## src/rtl/dec_onehot_seq_if.sv

```systemverilog
// dec_onehot_seq_if : control inputs and decoded select outputs of dec_onehot_seq.
// Rev 1.0
`default_nettype none

interface dec_onehot_seq_if #(
  parameter int SEL_W   = 2,
  parameter int DWELL_W = 4
);
  localparam int OUT_W = 2**SEL_W;

  logic               en;
  logic [1:0]         mode;
  logic [SEL_W-1:0]   sel;
  logic [DWELL_W-1:0] dwell;
  logic               load;
  logic [OUT_W-1:0]   y;
  logic [SEL_W-1:0]   idx;
  logic               valid;
  logic               wrap;

  modport master (
    output en, mode, sel, dwell, load,
    input  y, idx, valid, wrap
  );

  modport slave (
    input  en, mode, sel, dwell, load,
    output y, idx, valid, wrap
  );
endinterface

`default_nettype wire

```

## src/rtl/dec_onehot_seq.sv

```systemverilog
// ----------------------------------------------------------------------------
// dec_onehot_seq : registered N-to-2^N one-hot decoder with direct/scan/hold modes
// Rev 1.0
// ----------------------------------------------------------------------------
`default_nettype none

module dec_onehot_seq #(
  parameter int SEL_W      = 2,
  parameter int DWELL_W    = 4,
  parameter int ACTIVE_LOW = 0
) (
  input  wire logic         clk,
  input  wire logic         rst,
  dec_onehot_seq_if.slave   bus
);
  localparam int OUT_W = 2**SEL_W;
  localparam logic [OUT_W-1:0]   C_POL     = {OUT_W{(ACTIVE_LOW != 0)}};
  localparam logic [DWELL_W-1:0] C_CNT_ONE = DWELL_W'(1);
  localparam logic [SEL_W-1:0]   C_IDX_ONE = SEL_W'(1);
  localparam logic [SEL_W-1:0]   C_IDX_MAX = '1;

  typedef enum logic [1:0] {
    MODE_OFF    = 2'b00,
    MODE_DIRECT = 2'b01,
    MODE_SCAN   = 2'b10,
    MODE_HOLD   = 2'b11
  } mode_e;

  mode_e              r_prev, w_prev_nxt;
  logic [OUT_W-1:0]   r_y, w_y_nxt;
  logic [SEL_W-1:0]   r_idx, w_idx_nxt;
  logic [DWELL_W-1:0] r_cnt, w_cnt_nxt;
  logic               r_valid, w_valid_nxt;
  logic               r_wrap, w_wrap_nxt;
  mode_e              w_mode;

  assign w_mode = mode_e'(bus.mode);

  function automatic logic [OUT_W-1:0] f_onehot(input logic [SEL_W-1:0] i_sel);
    logic [OUT_W-1:0] v_dec;
    v_dec        = '0;
    v_dec[i_sel] = 1'b1;
    return v_dec;
  endfunction

  always_ff @(posedge clk) begin
    if (rst) begin
      r_y     <= C_POL;
      r_idx   <= '0;
      r_cnt   <= '0;
      r_valid <= 1'b0;
      r_wrap  <= 1'b0;
      r_prev  <= MODE_OFF;
    end else begin
      r_y     <= w_y_nxt;
      r_idx   <= w_idx_nxt;
      r_cnt   <= w_cnt_nxt;
      r_valid <= w_valid_nxt;
      r_wrap  <= w_wrap_nxt;
      r_prev  <= w_prev_nxt;
    end
  end

  always_comb begin
    w_y_nxt     = r_y;
    w_idx_nxt   = r_idx;
    w_cnt_nxt   = r_cnt;
    w_valid_nxt = r_valid;
    w_wrap_nxt  = 1'b0;
    w_prev_nxt  = r_prev;

    if (!bus.en) begin
      // Disabled: blank the outputs but keep idx/cnt/prev so SCAN resumes in place.
      w_y_nxt     = C_POL;
      w_valid_nxt = 1'b0;
    end else begin
      w_prev_nxt = w_mode;
      case (w_mode)
        MODE_OFF: begin
          w_y_nxt     = C_POL;
          w_valid_nxt = 1'b0;
        end
        MODE_DIRECT: begin
          w_idx_nxt   = bus.sel;
          w_y_nxt     = f_onehot(bus.sel) ^ C_POL;
          w_valid_nxt = 1'b1;
        end
        MODE_SCAN: begin
          // Entry (incl. from HOLD) and load both restart; load also pre-empts a step.
          if ((r_prev != MODE_SCAN) || bus.load) begin
            w_idx_nxt = bus.sel;
            w_cnt_nxt = bus.dwell;
          end else if (r_cnt != '0) begin
            w_cnt_nxt = r_cnt - C_CNT_ONE;
          end else begin
            w_idx_nxt  = r_idx + C_IDX_ONE;
            w_cnt_nxt  = bus.dwell;
            w_wrap_nxt = (r_idx == C_IDX_MAX);
          end
          w_y_nxt     = f_onehot(w_idx_nxt) ^ C_POL;
          w_valid_nxt = 1'b1;
        end
        MODE_HOLD: begin
        end
        default: begin
        end
      endcase
    end
  end

  assign bus.y     = r_y;
  assign bus.idx   = r_idx;
  assign bus.valid = r_valid;
  assign bus.wrap  = r_wrap;

endmodule

`default_nettype wire

```

## src/flat_wrapper.sv

```systemverilog
// flat-port wrapper written by rule: the top's interface ports become plain ports
module dec_onehot_seq_flat 
#(
  parameter int SEL_W      = 2,
  parameter int DWELL_W    = 4,
  parameter int ACTIVE_LOW = 0
)
  (clk, rst, bus_en, bus_mode, bus_sel, bus_dwell, bus_load, bus_y, bus_idx, bus_valid, bus_wrap);
  dec_onehot_seq_if #(.SEL_W(SEL_W), .DWELL_W(DWELL_W)) bus_i ();
  input  wire logic clk;
  input  wire logic rst;
  input wire logic [$bits(bus_i.en)-1:0] bus_en;
  input wire logic [$bits(bus_i.mode)-1:0] bus_mode;
  input wire logic [$bits(bus_i.sel)-1:0] bus_sel;
  input wire logic [$bits(bus_i.dwell)-1:0] bus_dwell;
  input wire logic [$bits(bus_i.load)-1:0] bus_load;
  output wire logic [$bits(bus_i.y)-1:0] bus_y;
  output wire logic [$bits(bus_i.idx)-1:0] bus_idx;
  output wire logic [$bits(bus_i.valid)-1:0] bus_valid;
  output wire logic [$bits(bus_i.wrap)-1:0] bus_wrap;
  assign bus_i.en = bus_en;
  assign bus_i.mode = bus_mode;
  assign bus_i.sel = bus_sel;
  assign bus_i.dwell = bus_dwell;
  assign bus_i.load = bus_load;
  assign bus_y = bus_i.y;
  assign bus_idx = bus_i.idx;
  assign bus_valid = bus_i.valid;
  assign bus_wrap = bus_i.wrap;
  dec_onehot_seq #(.SEL_W(SEL_W), .DWELL_W(DWELL_W), .ACTIVE_LOW(ACTIVE_LOW)) u_core (.clk(clk), .rst(rst), .bus(bus_i));
endmodule
```

## config.mk

```make
export PLATFORM = sky130hd
export DESIGN_NAME = dec_onehot_seq_flat
export DESIGN_NICKNAME = d
export VERILOG_FILES = /design/src/rtl/dec_onehot_seq_if.sv /design/src/rtl/dec_onehot_seq.sv /design/src/flat_wrapper.sv
export SDC_FILE = /design/constraint.sdc
export NUM_CORES = 1
export LEC_CHECK = 0
export ABC_AREA = 1
export BUFFER_PORTS_ARGS = -buffer_cell sky130_fd_sc_hd__buf_4
export CAP_MARGIN = 20
export CORE_MARGIN = 2
export CORE_UTILIZATION = 51
export CTS_BUF_LIST = sky130_fd_sc_hd__clkbuf_8
export DETAILED_ROUTE_END_ITERATION = 12
export GPL_ROUTABILITY_DRIVEN = 0
export PLACE_DENSITY = 0.77
export SYNTH_ARGS = -nofsm -noshare
export SYNTH_HDL_FRONTEND = slang
export SYNTH_SLANG_ARGS = --single-unit
```

## constraint.sdc

```tcl
create_clock -name clk -period 1.8 [get_ports clk]
set_input_delay 0.09 -clock clk [delete_from_list [all_inputs] [get_ports clk]]
set_output_delay 0.09 -clock clk [all_outputs]
set_load 0.01 [all_outputs]
```

======== Yosys cells after proc, flatten, opt, wreduce, memory -nomap -nowiden ========
Cells that the tools add are included.
storage, ports and cells
  register bits ........................... 14
cells by class
  $lt $le $gt $ge ......................... 4
  multiplexer cells ....................... 13
  equality and inequality tests ........... 4
  add/sub/neg operators ................... 2
  reductions and logical operators ........ 13
  bitwise gates (word level) .............. 2
operators by type and width
  kind                                                                   count
  4-bit one-hot mux with 3 select lines                                  1
  2-bit two-way mux                                                      4
  4-bit two-way mux                                                      2
  2-bit by 3-bit < comparator with 1-bit output, second input constant   2
  5-bit OR reduction                                                     1
  1-bit demux with 2-bit select                                          2
  2-bit == test, second input constant                                   2
  2-bit by 1-bit >= comparator with 1-bit output, second input constant  2
  2-bit one-hot mux with 2 select lines                                  1
  2-bit AND reduction                                                    2
  2-bit nonzero test                                                     2
  4-bit nonzero test                                                     1
  2-bit OR reduction                                                     2
  4-bit by 1-bit subtractor with 4-bit output, second input constant     1
  3-bit nonzero test                                                     1
  2-bit by 1-bit adder with 2-bit output, second input constant          1
  2-bit by 1-bit == test with 1-bit output, second input constant        1
  1-bit logical AND                                                      2
  2-bit logical NOT                                                      1
  1-bit two-way mux                                                      2
  2-bit != test, second input constant                                   1
  1-bit inverter                                                         2
  1-bit one-hot mux with 2 select lines                                  1
  1-bit logical OR                                                       1

======== Longest topological paths before layout ========
  word-level depth ........................ 10
  mapped depth ............................ 10

======== Least setup slack after synthesis ========
OpenSTA, ideal clock, no wires.
  kind .................................... reg-to-reg
  start ................................... register u_core.r_idx[0], in the netlist u_core.bus.idx[0]
  end ..................................... register u_core.r_y[2], in the netlist u_core.bus.y[2]
  buffers on the path ..................... 0
  stages on the path, launching flop included .. 10
  arrival time ............................ 1160 ps
  data required time ...................... 1681 ps
  library setup time ...................... 119 ps
  path slack .............................. 521 ps
  cell sequence ........................... dfxtp_1 ha_1 inv_1 nand3_1 nand3_1 nand2_2 nand3_1 nand2_1 nand2_1 a21oi_1
between the ends
  longest elaborated chain between the ends .. 10
ends and longest elaborated chain
  what                                                                                                                                   RTL line              source
  start, declared                                                                                                                        dec_onehot_seq.sv:31  logic [SEL_W-1:0] r_idx, w_idx_nxt;
  start signal, assigned                                                                                                                 dec_onehot_seq.sv:56  r_idx <= w_idx_nxt;
  2-bit by 1-bit adder with 2-bit output                                                                                                 dec_onehot_seq.sv:96  w_idx_nxt = r_idx + C_IDX_ONE;
  2-bit two-way mux (*)                                                                                                                  dec_onehot_seq.sv:93  end else if (r_cnt != '0) begin
  2-bit two-way mux (*)                                                                                                                  dec_onehot_seq.sv:90  if ((r_prev != MODE_SCAN) || bus.load) begin
  2-bit two-way mux (*)                                                                                                                  dec_onehot_seq.sv:78  case (w_mode)
  2-bit two-way mux (*)                                                                                                                  dec_onehot_seq.sv:72  if (!bus.en) begin
  2-bit by 3-bit < comparator with 1-bit output (implied by the code) or 2-bit by 1-bit >= comparator with 1-bit output (tied branches)  dec_onehot_seq.sv:42  v_dec[i_sel] = 1'b1;
  1-bit logical AND (implied by the code)                                                                                                dec_onehot_seq.sv:42
  1-bit two-way mux (implied by the code)                                                                                                dec_onehot_seq.sv:42
  1-bit demux with 2-bit select (*)                                                                                                      n/a
  4-bit one-hot mux with 3 select lines (*)                                                                                              dec_onehot_seq.sv:78
  end signal, assigned                                                                                                                   dec_onehot_seq.sv:55  r_y <= w_y_nxt;
  end, declared                                                                                                                          dec_onehot_seq.sv:30  logic [OUT_W-1:0] r_y, w_y_nxt;
Mark *: on every way between the ends. The rest lies on a longest branch, timed or not. The select of a mux whose other input is x is not followed.
A chain may end at the register's enable or synchronous reset.

======== Final worst setup path ========
  start ................................... register u_core.r_cnt[0]
  end ..................................... register u_core.r_y[1], in the netlist u_core.bus.y[1]
between the ends
  longest elaborated chain between the ends .. 10
ends and longest elaborated chain
  what                                                                                                                                   RTL line              source
  start, declared                                                                                                                        dec_onehot_seq.sv:32  logic [DWELL_W-1:0] r_cnt, w_cnt_nxt;
  start signal, assigned                                                                                                                 dec_onehot_seq.sv:57  r_cnt <= w_cnt_nxt;
  4-bit nonzero test (*)                                                                                                                 dec_onehot_seq.sv:93
  2-bit two-way mux (*)                                                                                                                  dec_onehot_seq.sv:93
  2-bit two-way mux (*)                                                                                                                  dec_onehot_seq.sv:90
  2-bit two-way mux (*)                                                                                                                  dec_onehot_seq.sv:78
  2-bit two-way mux (*)                                                                                                                  dec_onehot_seq.sv:72
  2-bit by 3-bit < comparator with 1-bit output (implied by the code) or 2-bit by 1-bit >= comparator with 1-bit output (tied branches)  dec_onehot_seq.sv:42
  1-bit logical AND (implied by the code)                                                                                                dec_onehot_seq.sv:42
  1-bit two-way mux (implied by the code)                                                                                                dec_onehot_seq.sv:42
  1-bit demux with 2-bit select (*)                                                                                                      n/a
  4-bit one-hot mux with 3 select lines (*)                                                                                              dec_onehot_seq.sv:78
Marks and branches as above.

==> results.yml <==
clocking:
  insertion_delay_ns: 0.24
  hold_buffers: 0
  clkTransAtPathRegs_ns: 0.06
  cts_resized: 0
  cts.sinks: 14
  cts_setup_buffers: 0
  cts_buffer_depth: 2
  cts_tree: "built"
  numCtsBuffers: 3
  clock-root-buffer: "clkbuf_8"
  htree_levels: 1
critical_path:
  r2r_cells: 10
  cp.required_ns: 1.98
  crit_fanout: 7
  worstReg2RegStart: "u_core.r_cnt[0]"
  crit_path_start_kind: "flip-flop"
  critPathKind: "flip-flop to flip-flop"
  r2r_setup_slack_ns: 0.33
  crit_path_end_kind: "flip-flop"
  cp.arrival_ns: 1.64
  r2r_end: "u_core.bus.y[1]"
detailed_routing:
  vias: 906
  drt_wl_total_um: 2014
  viasPerCell: 5.558
  drc: 0
  drt_pass1_iterations: 4
  ant_nets: 0
  wl_per_cell_um: 12.36
  drtIter0Drc: 26
die:
  initial_core_util: 0.5593
  die_w_um: 45.12
  die_h_um: 45.12
  ios: 20
  coreArea_sq_mm: 0.001541
  dieArea_sq_mm: 0.002035
  rows: 14
finish:
  finish.net_count: 166
  stdcell_area_sq_mm: 0.001055
  multi_input_area_sq_um: 506.7
  seqCellArea_sq_um: 280.3
  drive_gt1_frac: 0.2381
  num_antenna_cells: 0
  area_growth_pct: 22.35
  fillCellCount: 139
timing:
  hold_viol_final: 0
  fin_worst_skew_ns: 0.0006348
  fin_tns_setup_ns: 0
  relSlewSlack: 0.8126
  max_freq_mhz: 682.1
  rsz0062_at_grt: "false"
  finalCritPeriodShare: 0.8144
  finalSetupViolCount: 0
  report.final.slew_viol_count: 0
  fin_crit_ns: 1.466
  timing.hold.ws_ns: 0.04582
  worst_pin_slew_ns: 0.2801
job:
  drv_cap: 0
synth:
  synth_seq_area_share: 0.3251
  synth_area_sq_um: 862.1
  synthCells: 126
  synth.avg_cell_area_sq_um: 6.842
  yosysUniqueCellTypes: 21
  synth_area_leader_cell: "dfxtp_1"
  ys_ff_latch: 14
  synth_top_area_frac: 0.3251
  synth_area_leaders: "dfxtp_1 33%, nand2_1 13%, nand3_1 10%"
  synth_fp_nets: 143
  yosys_warnings: 0
hold_path:
  holdCritStartpoint: "rst"
  hold_path_class: "input pin to flip-flop"
  min_delay_worst_endpoint: "u_core.r_cnt[0]"
  hold_depth: 2
placed_design:
  dpl_cell_area_sq_mm: 0.001013
  portBuffers: 19
  dp.final_hpwl_um: 1609
global_routing:
  grt_pass1_vias: 825
  antenna_found_initial: 0
  grt_usage: 0.2318
  grt-ovfl-total: 0
  grt_pass1_wl_um: 3415
  grt_start_max_net_pins: 9
power_and_ir_drop:
  power.density_mw_per_mm2: 714.1
  p_total_mw: 0.7532
  irDropWorstVdd_mv: 0.4791
  p_leak_nw: 0.4992
outcome:
  outcome: "complete, no violations"
==> metal layers <==
layer	GRT usage	up-vias	part of all wire	routed length, um
met1	0.2903	409	0.46	922
met4	0.1059	0	0.019	38
met5	0	-	0	0
li1	-	460	-	-
met2	0.3886	32	0.47	945
met3	0.03600	5	0.053	107
==> how the worst max path moves through the flow <==
stage	startpoint	endpoint	slack, ns	cells past startpoint
after CTS	u_core.r_cnt[0]	u_core.bus.y[1]	0.33	10
after global placement	u_core.r_cnt[0]	u_core.bus.y[3]	0.40	10
final	u_core.r_cnt[0]	u_core.bus.y[1]	0.33	10
after detailed placement	u_core.r_cnt[0]	u_core.bus.y[3]	0.35	10
after floorplan	u_core.bus.idx[0]	u_core.bus.y[2]	0.52	9
after global routing	u_core.r_cnt[0]	u_core.bus.y[3]	0.18	10
==> cell type report <==
type / instances / share of cell area
multi-input combinational: 94 / 0.4804
inverter: 17 / 0.06050
sequential: 14 / 0.2657
clock buffer: 3 / 0.03915
tap: 16 / 0.01898
timing repair buffer: 19 / 0.1352
==> sequential cells by signal, summed over array words and instances (netlist names) <==
name              count
u_core.r_cnt          4
u_core.bus.idx        2
u_core.r_prev         2
u_core.bus.wrap       1
u_core.bus.y          4
u_core.bus.valid      1
==> layout by cell type (no fill, tap or decap), types with 2 or more instances in the layout <==
master	instances
dfxtp_1	14
o21ai_0	4
nand2_1	30
buf_4	19
inv_1	13
o21ai_1	3
inv_2	4
ha_1	5
nand3_1	18
nand2_2	6
a31oi_1	2
clkbuf_8	3
nor2_1	6
a21oi_1	12
==> metrics by stage <==
step,std cells,util,setup slack [ns]
3_5_place_dp,160,0.6575,0.3515
3_3_place_gp,160,0.6575,0.3994
6_report,163,0.6843,0.3340
2_1_floorplan,126,-,0.5209
5_1_grt,163,0.6843,0.1788
4_1_cts,163,0.6843,0.3317
==> worst max-delay path, cell delays in order (launching register included) <==
cell	delay (ns)
dfxtp_1	0.32
inv_1	0.08
ha_1	0.31
nand2_4	0.11
nand2_1	0.08
nand3_1	0.09
nand2_2	0.10
nand3_1	0.07
nand2_1	0.07
nand2_1	0.05
a21oi_1	0.13
==> Yosys cell counts <==
master	n
a211oi_1	1
a21oi_1	12
a31oi_1	2
buf_6	1
dfxtp_1	14
ha_1	5
inv_1	13
inv_2	4
nand2_1	30
nand2_2	6
nand2_4	1
nand3_1	18
nor2_1	6
nor2_4	1
nor3_1	1
nor3_4	1
o211ai_1	1
o21ai_0	4
o21ai_1	3
o22ai_1	1
xnor2_1	1
==> power by group <==
part           total (mW)  switching [mW]  internal, mW
logic               0.160          0.0938        0.0662
clock network       0.258           0.110         0.148
registers           0.335          0.0122         0.323
==> logic make-up (layout without fill, tap and decap cells) <==
group,Yosys count,in the layout,share of synthesized area
compound gates,24,24,0.1495
simple gates,64,64,0.3556
buf+inv,18,39,0.08708
flops,14,14,0.3251
xor+xnor,1,1,0.01016
fa+ha+maj,5,5,0.07257
(Power assumes the default switching activity.)
